<file path="src/rtl/fifo_sync_pkg.sv">
// Shared definitions for fifo_sync and its read-side drain engine.
// Holds the default word width and the skid-buffer occupancy encoding.
package fifo_sync_pkg;

  localparam int FIFO_DATA_WIDTH = 32;

  typedef enum logic [1:0] {
    OCC_EMPTY = 2'd0,
    OCC_ONE   = 2'd1,
    OCC_TWO   = 2'd2
  } occ_t;

endpackage

</file>
<file path="src/rtl/fifo_sync_reader_if.sv">
// Bundles the FIFO read port and the downstream stream of fifo_sync_reader.
// master = the reader, slave = the FIFO plus downstream consumer side.
interface fifo_sync_reader_if #(
  parameter int DATA_WIDTH = 32
);

  logic                  fifo_cs;
  logic                  fifo_rd_en;
  logic [DATA_WIDTH-1:0] fifo_data_out;
  logic                  fifo_empty;

  // Stream handshake: a word transfers at a rising edge where m_valid & m_ready;
  // once m_valid is high, m_valid and m_data hold until that transfer happens.
  logic                  m_valid;
  logic                  m_ready;
  logic [DATA_WIDTH-1:0] m_data;

  modport master (
    output fifo_cs, fifo_rd_en, m_valid, m_data,
    input  fifo_data_out, fifo_empty, m_ready
  );

  modport slave (
    input  fifo_cs, fifo_rd_en, m_valid, m_data,
    output fifo_data_out, fifo_empty, m_ready
  );

endinterface

</file>
<file path="src/rtl/fifo_skid_buf.sv">
// Two-entry skid buffer: head register drives the output, tail holds the
// second word while the consumer stalls. Occupancy FSM is exposed on occ.
module fifo_skid_buf
  import fifo_sync_pkg::*;
#(
  parameter int DATA_WIDTH = FIFO_DATA_WIDTH
) (
  input  logic                  clk,
  input  logic                  rst_n,
  input  logic                  in_valid,
  output logic                  in_ready,
  input  logic [DATA_WIDTH-1:0] in_data,
  output logic                  out_valid,
  input  logic                  out_ready,
  output logic [DATA_WIDTH-1:0] out_data,
  output occ_t                  occ
);

  logic [DATA_WIDTH-1:0] tail;
  logic                  pop;

  assign pop      = out_valid & out_ready;
  assign in_ready = (occ != OCC_TWO) | out_ready;

  always_ff @(posedge clk or negedge rst_n) begin
    if (!rst_n) begin
      occ       <= OCC_EMPTY;
      out_valid <= 1'b0;
      out_data  <= '0;
      tail      <= '0;
    end else begin
      case (occ)
        OCC_EMPTY: begin
          if (in_valid) begin
            out_data  <= in_data;
            out_valid <= 1'b1;
            occ       <= OCC_ONE;
          end
        end
        OCC_ONE: begin
          // With a simultaneous pop the new word replaces the departing head.
          if (in_valid && pop) begin
            out_data <= in_data;
          end else if (in_valid) begin
            tail <= in_data;
            occ  <= OCC_TWO;
          end else if (pop) begin
            out_valid <= 1'b0;
            occ       <= OCC_EMPTY;
          end
        end
        OCC_TWO: begin
          if (pop) begin
            out_data <= tail;
            if (in_valid) tail <= in_data;
            else          occ  <= OCC_ONE;
          end
        end
        default: begin
          occ       <= OCC_EMPTY;
          out_valid <= 1'b0;
        end
      endcase
    end
  end

endmodule

</file>
<file path="src/rtl/fifo_sync_reader.sv">
// Drain engine for fifo_sync: issues credit-limited reads and streams words out.
// Define FIFO_READER_CNT_EN to add the rd_count delivered-word counter.
module fifo_sync_reader
  import fifo_sync_pkg::*;
#(
  parameter int DATA_WIDTH = FIFO_DATA_WIDTH
`ifdef FIFO_READER_CNT_EN
  ,
  parameter int CNT_WIDTH  = 16
`endif
) (
  input  logic                  clk,
  input  logic                  rst_n,
  input  logic                  drain_en,
  fifo_sync_reader_if.master    bus,
`ifdef FIFO_READER_CNT_EN
  output logic [CNT_WIDTH-1:0]  rd_count,
`endif
  output occ_t                  dbg_occ,
  output logic                  dbg_inflight
);

  logic       inflight;
  logic       pop;
  logic       skid_ready;
  logic [2:0] committed;

  assign pop       = bus.m_valid & bus.m_ready;
  assign committed = {1'b0, dbg_occ} + {2'b0, inflight};

  // A read is only issued if its word is guaranteed a skid slot when it lands.
  assign bus.fifo_rd_en = rst_n & drain_en & ~bus.fifo_empty
                        & (committed < (3'd2 + {2'b0, pop}));
  assign bus.fifo_cs    = bus.fifo_rd_en;
  assign dbg_inflight   = inflight;

  always_ff @(posedge clk or negedge rst_n) begin
    if (!rst_n) inflight <= 1'b0;
    else        inflight <= bus.fifo_rd_en;
  end

  fifo_skid_buf #(.DATA_WIDTH(DATA_WIDTH)) u_skid (
    .clk       (clk),
    .rst_n     (rst_n),
    .in_valid  (inflight),
    .in_ready  (skid_ready),
    .in_data   (bus.fifo_data_out),
    .out_valid (bus.m_valid),
    .out_ready (bus.m_ready),
    .out_data  (bus.m_data),
    .occ       (dbg_occ)
  );

  assert property (@(posedge clk) disable iff (!rst_n) !(inflight && !skid_ready));

`ifdef FIFO_READER_CNT_EN
  always_ff @(posedge clk or negedge rst_n) begin
    if (!rst_n)   rd_count <= '0;
    else if (pop) rd_count <= rd_count + CNT_WIDTH'(1);
  end
`endif

endmodule
</file>
<file path="src/flat_wrapper.sv">
// flat-port wrapper written by rule: the top's interface ports become plain ports
module fifo_sync_reader_flat import fifo_sync_pkg::*;
#(
  parameter int DATA_WIDTH = FIFO_DATA_WIDTH

)
  (clk, rst_n, drain_en, dbg_occ, dbg_inflight, bus_fifo_cs, bus_fifo_rd_en, bus_m_valid, bus_m_data, bus_fifo_data_out, bus_fifo_empty, bus_m_ready);
  fifo_sync_reader_if #(.DATA_WIDTH(DATA_WIDTH)) bus_i ();
  input  logic clk;
  input  logic rst_n;
  input  logic drain_en;
  output occ_t dbg_occ;
  output logic dbg_inflight;
  output wire logic [$bits(bus_i.fifo_cs)-1:0] bus_fifo_cs;
  output wire logic [$bits(bus_i.fifo_rd_en)-1:0] bus_fifo_rd_en;
  output wire logic [$bits(bus_i.m_valid)-1:0] bus_m_valid;
  output wire logic [$bits(bus_i.m_data)-1:0] bus_m_data;
  input wire logic [$bits(bus_i.fifo_data_out)-1:0] bus_fifo_data_out;
  input wire logic [$bits(bus_i.fifo_empty)-1:0] bus_fifo_empty;
  input wire logic [$bits(bus_i.m_ready)-1:0] bus_m_ready;
  assign bus_fifo_cs = bus_i.fifo_cs;
  assign bus_fifo_rd_en = bus_i.fifo_rd_en;
  assign bus_m_valid = bus_i.m_valid;
  assign bus_m_data = bus_i.m_data;
  assign bus_i.fifo_data_out = bus_fifo_data_out;
  assign bus_i.fifo_empty = bus_fifo_empty;
  assign bus_i.m_ready = bus_m_ready;
  fifo_sync_reader #(.DATA_WIDTH(DATA_WIDTH)) u_core (.clk(clk), .rst_n(rst_n), .drain_en(drain_en), .bus(bus_i), .dbg_occ(dbg_occ), .dbg_inflight(dbg_inflight));
endmodule
</file>
<file path="config.mk">
export PLATFORM = sky130hd
export DESIGN_NAME = fifo_sync_reader_flat
export DESIGN_NICKNAME = d
export VERILOG_FILES = /design/src/rtl/fifo_sync_pkg.sv /design/src/rtl/fifo_sync_reader_if.sv /design/src/rtl/fifo_skid_buf.sv /design/src/rtl/fifo_sync_reader.sv /design/src/flat_wrapper.sv
export SDC_FILE = /design/constraint.sdc
export NUM_CORES = 1
export LEC_CHECK = 0
export ABC_AREA = 1
export CAP_MARGIN = 10
export CORE_MARGIN = 3
export CORE_UTILIZATION = 53
export CTS_CLUSTER_SIZE = 24
export DETAILED_ROUTE_END_ITERATION = 8
export PLACE_DENSITY = 0.86
export REMOVE_ABC_BUFFERS = 1
export SLEW_MARGIN = 20
export SYNTH_ARGS = -nofsm -noshare
export SYNTH_HDL_FRONTEND = slang
export SYNTH_HIERARCHICAL = 1
export SYNTH_SLANG_ARGS = --single-unit
</file>
<file path="constraint.sdc">
create_clock -name clk -period 2.7 [get_ports clk]
set_input_delay 0.81 -clock clk [delete_from_list [all_inputs] [get_ports clk]]
set_output_delay 0.81 -clock clk [all_outputs]
set_load 0.005 [all_outputs]
</file>
; ---- Word-level counts from Yosys, hierarchy flattened
; Cells that the tools add are included.
[classes]
n_mux = 20
add_sub_neg = 2
reduce_logical = 8
n_eq_ne = 10
bitwise = 6
order_cmp = 1
[ops]
columns = cell, count
row1 = $mux W32, 6
row2 = $pmux W32 S3, 1
row3 = $pmux W32 S2, 1
row4 = $mux W2, 6
row5 = $reduce_and A5 Y1, 2
row6 = $ne A2 B2 Y1 const B, 4
row7 = $ne A2 B1 Y1 const B, 3
row8 = $pmux W2 S3, 1
row9 = $and A1 B1 Y1, 4
row10 = $mux W1, 4
row11 = $reduce_and A4 Y1, 1
row12 = $add A2 B1 Y3, 1
row13 = $add A2 B1 Y3 const A, 1
row14 = $lt A3 B3 Y1, 1
row15 = $ne A3 B1 Y1 const B, 1
row16 = $pmux W1 S3, 1
row17 = $reduce_and A3 Y1, 1
row18 = $reduce_bool A3 Y1, 1
row19 = $eq A2 B1 Y1 const B, 1
row20 = $eq A2 B2 Y1 const B, 1
row21 = $logic_not A2 Y1, 1
row22 = $not A1 Y1, 2
row23 = $reduce_bool A2 Y1, 1
row24 = $logic_and A1 B1 Y1, 1
[word_totals]
ff_bits = 68
elab_cells = 52

; ---- Longest topological paths before layout
; Gate-level depths: netlist of run 1.
[logic_depth]
word_depth = 5
ltp_mapped = 9
mapped_depth_nobuf = 7

; ---- Hierarchy
; Netlist of run 1, hierarchy kept.
[by_module_without_submodules]
columns = mod, cells_each, area_per_inst_um2, seq_area_each_um2, instances
row1 = fifo_skid_buf, 385, 3052.9, 1676.6, 1
row2 = fifo_sync_reader, 11, 90.1, 25.0, 1

; ---- Worst setup path before layout of run 1
; Ideal clock, no wire load.
[synth_timing]
path_kind = register -> output
from = register u_core.u_skid.occ[0]
to = output port bus_fifo_rd_en
stages_incl_launch_ff = 7
required_ps = 1890
n_path_buf = 1
arrival_time_ps = 1262
setup_slack_ps = 628
path_cell_list = dfrtp_1 > ha_1 > ha_1 > nor2_1 > nand2_1 > a21oi_2 > buf_4
[synth_via]
elab_chain_cells = 3
[synth_rtl]
columns = element, line
row1 = from (decl), fifo_skid_buf.sv:16  ; output occ_t occ
row2 = from (signal assigned), fifo_skid_buf.sv:27  ; occ <= OCC_EMPTY;
row3 = from (signal assigned), fifo_skid_buf.sv:37  ; occ <= OCC_ONE;
row4 = from (signal assigned), fifo_skid_buf.sv:46  ; occ <= OCC_TWO;
row5 = $add A2 B1 Y3, fifo_sync_reader.sv:29  ; assign committed = {1'b0, dbg_occ} + {2'b0, inflight};
row6 = $lt A3 B3 Y1, fifo_sync_reader.sv:33  ; & (committed < (3'd2 + {2'b0, pop}));
row7 = $and A1 B1 Y1, fifo_sync_reader.sv:33
row8 = to (decl), flat_wrapper.sv:15  ; output wire logic [$bits(bus_i.fifo_rd_en)-1:0] bus_fifo_rd_en;
; Every way passes these cells.

; ---- Worst setup path in the final report of run 1
[layout_timing]
from = input port drain_en
to = output port bus_fifo_rd_en
[layout_via]
elab_chain_cells = 3
[layout_rtl]
columns = element, line
row1 = from (decl), flat_wrapper.sv:11  ; input logic drain_en;
row2 = $and A1 B1 Y1 (2 in series), fifo_sync_reader.sv:32  ; assign bus.fifo_rd_en = rst_n & drain_en & ~bus.fifo_empty
row3 = $and A1 B1 Y1, fifo_sync_reader.sv:33
; Every way passes these cells.

==> results of run 1 <==
[what timing repair did]
action / CTS / global route
resized for setup: 2 / 0
setup endpoints to repair: 2 / 0
setup buffers: 0 / 0
[power breakdown]
part	switching, uW	internal [uW]	leakage (uW)
registers	217	1520	0.000832
clock network	386	572	0.000112
logic	1190	973	0.00116
total	1790	3070	0.00210
[layer usage]
metal	up-vias	global-route usage [%]	part of all wire [%]
li1	1396	-	-
met1	1334	29.7	43
met5	-	0	0
met3	27	4.96	6.9
met2	144	35.1	47
met4	0	11.0	3.1
[sequential cells by signal (all words and copies together), names as in the netlist]
name / count
u_core/u_skid/out_data: 32
u_core/dbg_inflight: 1
u_core/u_skid/out_valid: 1
u_core/u_skid/tail: 32
u_core/u_skid/occ: 2
[through the flow]
step	total power (uW)	hold slack, ps
2_1_floorplan	2820	465
3_3_place_gp	3790	452
3_5_place_dp	3900	458
4_1_cts	4890	246
5_1_grt	5270	246
6_report	4860	264
[critical path, cell delays in order]
cell and delay (ps):
clkdlybuf4s50_1 460, nand2_1 50, inv_1 40, nand2_1 60, a21oi_2 130, dlygate4sd2_1 260
[cell type report]
| class | count | share of cell area (%) |
|---|---|---|
| clock buffer | 11 | 3.61 |
| clock inverter | 5 | 2.00 |
| multi-input combinational | 271 | 28.3 |
| sequential | 68 | 40.5 |
| inverter | 33 | 2.95 |
| timing repair buffer | 87 | 20.4 |
| tap | 72 | 2.15 |
[worst paths after layout]
path,startpoint,end,slack [ps],depth (start not counted)
setup / recovery,drain_en,bus_fifo_rd_en,80,6
hold / removal,rst_n,u_core/dbg_inflight,260,1
setup reg to reg,u_core/u_skid/occ[0],u_core/u_skid/out_data[30],790,6
hold reg to reg,u_core/u_skid/out_data[3],u_core/u_skid/out_data[3],470,2
max in group asynchronous,rst_n,u_core/u_skid/out_data[22],1460,2
min in group clk,u_core/u_skid/out_data[3],u_core/u_skid/out_data[3],470,2
==> impl_metrics.ini, run 1 <==
[grt]
grt_max_degree = 68
grtUsageTotal_pct = 22.5
grt_pass1_vias = 2814
overflow = 0
antenna_found_initial = 0
grt_pass1_wl_mm = 12.8

[sta]
drv_slew = 0
finalCritPeriodShare_pct = 97.2
tightest_slew_ps = 927
clock_skew_ps = 8.40
hold_viol_final = 0
rsz0062_at_grt = no
max_clock_freq_ghz = 0.381
finalSetupTns_ps = 0
fin_crit_ps = 2620
worst_slack_ps = 75.4
final-setup-viol-count = 0
slew-limit-headroom_pct = 38.0

[route]
drt_iter0_drc = 193
vias = 2901
wl_per_cell_um = 13.6
drtAntennaViolNets = 0
vias_per_cell = 5.30
drt_pre_antenna_iters = 5
drt_wl_total_mm = 7.47
drc_errors = 0

[hold_path]
hold_class = input pin to asynchronous set/reset pin

[clock_network]
cts_hold_buf = 0
cts_tree = yes
numCtsBuffers = 9
h-tree-depth = 3
cts_root_buffer = clkbuf_8
cts.path.max_buffers = 2
clock_latency_ps = 340
cts.sinks = 68
path_clk_slew_ps = 70

[synthesis]
syn_inst = 395
synth_area_per_cell_sq_um = 7.94
yosysWarningCount = 6
syn_area_sq_um = 3140

[place]
dp_cells = 531
gp_congestion = 0.809
place_area_sq_um = 3970
dp_slack_ps = -217
portBuffers = 74
dp_hpwl_mm = 4.89

[cells_and_area]
register_area_sq_um = 1700
syn_to_final_growth_pct = 33.9
layout_commonest_cell = nand2_1
finish.utilization_pct = 74.9
nNetsFinal = 509
num-fill-cells = 427
stdcell_count = 547
mostFrequentLayoutCells = nand2_1 (161), clkdlybuf4s50_1 (71), dfrtp_1 (68)
stdcell_area_sq_um = 4200
antenna_cells = 0
multi_input_area_sq_um = 1190
drive_gt1_share_pct = 8.42

[pwr]
power_density_nw_per_um2 = 1160
ir_drop_mv = 0.591
power_leakage_uw = 0.00210

[die]
start_util_pct = 55.9
die_area_sq_um = 6880
io_pins = 75
core_area_sq_um = 5610
rows = 27
die_w_um = 82.9
die_y_um = 82.9

[worst_setup_path]
crit_arrival_ps = 1810
path_max_fanout = 3
endpoint_kind = primary output
startpoint_type = input pin
cp.required_ps = 1890
crit_type = input pin to primary output

[flow_run]
max_cap_viol_count = 0

[status]
outcome = complete, no violations
No activity file was read; power rests on OpenSTA's default activity.
==> inputs of run 2 (changes only) <==
--- a/config.mk
+++ b/config.mk
@@ -8,10 +8,11 @@
 export ABC_AREA = 1
 export CAP_MARGIN = 10
 export CORE_MARGIN = 3
-export CORE_UTILIZATION = 53
+export CORE_UTILIZATION = 41
 export CTS_CLUSTER_SIZE = 24
 export DETAILED_ROUTE_END_ITERATION = 8
-export PLACE_DENSITY = 0.86
+export DONT_BUFFER_PORTS = 1
+export PLACE_DENSITY = 0.57
 export REMOVE_ABC_BUFFERS = 1
 export SLEW_MARGIN = 20
 export SYNTH_ARGS = -nofsm -noshare
==> impl_metrics.ini, run 2 (synthesized netlist as in run 1, its figures left out) <==
[status]
outcome = complete, no violations

[pwr]
p_comb_share_pct = 34.7
ir_drop_mv = 0.551
p_switching_uw = 1600
switching_share_pct = 39.6
power_density_nw_per_um2 = 1200
power_leakage_uw = 0.00175
intPower_uw = 2450
clockPowerShare_pct = 20.3
pwr-share-seq_pct = 45.0

[clock_network]
cts_resized = 0
post_cts_buffers = 0
cts.sinks = 68
cts_hold_buf = 0
cts.path.max_buffers = 2
numCtsBuffers = 9
clock_latency_ps = 330
cts_tree = yes
path_clk_slew_ps = 70
h-tree-depth = 3
cts_root_buffer = clkbuf_8

[route]
route.met3.wl_um = 500
drc_errors = 0
drtAntennaViolNets = 0
drt_iter0_drc = 138
vias_per_cell = 4.92
wl_per_cell_um = 13.9
drt_pre_antenna_iters = 4
wl_met1_mm = 2.98
highest_layer = met4
vias = 2409
wl_met2_mm = 3.25
drt_wl_total_mm = 6.82

[hold_path]
hold_class = input pin to asynchronous set/reset pin

[grt]
antenna_found_initial = 0
grt_pass1_vias = 2263
grtUsageTotal_pct = 16.3
overflow = 0
grt_max_degree = 70
grt_pass1_wl_mm = 11.0

[cells_and_area]
syn_to_final_growth_pct = 7.34
layout_commonest_cell = nand2_1
drive_gt1_share_pct = 7.16
reg.largest.list = u_core/u_skid/out_data (32), u_core/u_skid/tail (32), u_core/u_skid/occ (2)
stdcell_area_sq_um = 3370
antenna_cells = 0
stdcell_count = 490
finish.utilization_pct = 45.9
nNetsFinal = 427
mostFrequentLayoutCells = nand2_1 (161), dfrtp_1 (68), o21ai_0 (54)

[sta]
slew-limit-headroom_pct = 35.5
fin_crit_ps = 2430
tightest_slew_ps = 964
clock_skew_ps = 6.10
finalSetupTns_ps = 0
rsz0062_at_grt = no
drv_slew = 0
finalCritPeriodShare_pct = 89.9
hold-worst-slack_ps = 169
hold_viol_final = 0
max_clock_freq_ghz = 0.412
final-setup-viol-count = 0

[die]
start_util_pct = 42.8
core_area_sq_um = 7330
die_area_sq_um = 8740
io_pins = 75
die_w_um = 93.5
die_y_um = 93.5
rows = 31

[place]
portBuffers = 0
dp_hpwl_mm = 4.17
dp_cells = 476
place_area_sq_um = 3180
gp_congestion = 0.739

[worst_setup_path]
cp.required_ps = 1890
crit_arrival_ps = 1620
startpoint_type = register
endpoint_kind = primary output
regToRegSetupSlack_ps = 860
path_max_fanout = 10
crit_type = register to primary output

[flow_run]
max_cap_viol_count = 0
run 2: cell type report:
type                            instances  area [sq um]
Fill cell                             719          3960
Sequential cell                        68          1700
Inverter                               33           124
Tap cell                               99           124
Timing Repair Buffer                    5          37.5
Clock inverter                          2          35.0
Multi-Input combinational cell        271          1190
Clock buffer                           12           155
run 2: power by group through the flow:
| stage | clock [uW] | sequential, uW | combinational, uW |
|---|---|---|---|
| floorplan | 0 | 1760 | 1060 |
| global placement | 0 | 1840 | 1390 |
| detailed placement | 0 | 1850 | 1420 |
| CTS | 849 | 1830 | 1430 |
| global route | 896 | 1880 | 1650 |
| finish | 824 | 1820 | 1400 |
run 2: final timing paths:
path,start,end,cells after the start
worst max-delay path,u_core/dbg_inflight,bus_fifo_cs,5
worst min-delay path,rst_n,u_core/u_skid/out_data[7],0
worst max register to register,u_core/u_skid/occ[0],u_core/u_skid/out_data[30],6
worst min register to register,u_core/u_skid/out_data[26],u_core/u_skid/out_data[26],2
max in group asynchronous,rst_n,u_core/u_skid/out_data[13],0
min in group clk,u_core/u_skid/out_data[26],u_core/u_skid/out_data[26],2
run 2: metrics by stage:
step | worst slack (ps) | power (uW)
4_1_cts | 249 | 4110
3_5_place_dp | 619 | 3270
2_1_floorplan | 302 | 2820
5_1_grt | 148 | 4430
6_report | 272 | 4050
3_3_place_gp | 649 | 3230
run 2: worst max-delay path: stages (launching register included):
cell     delay [ps]
dfrtp_1         510
ha_1            260
ha_1            180
nor2_1          100
nand2_1          70
a21oi_2         180
run 2: per-layer routing:
layer,global-route usage [%],vias up
li1,-,1226
met1,19.9,1120
met2,26.7,56
met3,5.07,7
met4,6.59,0
met5,0,-
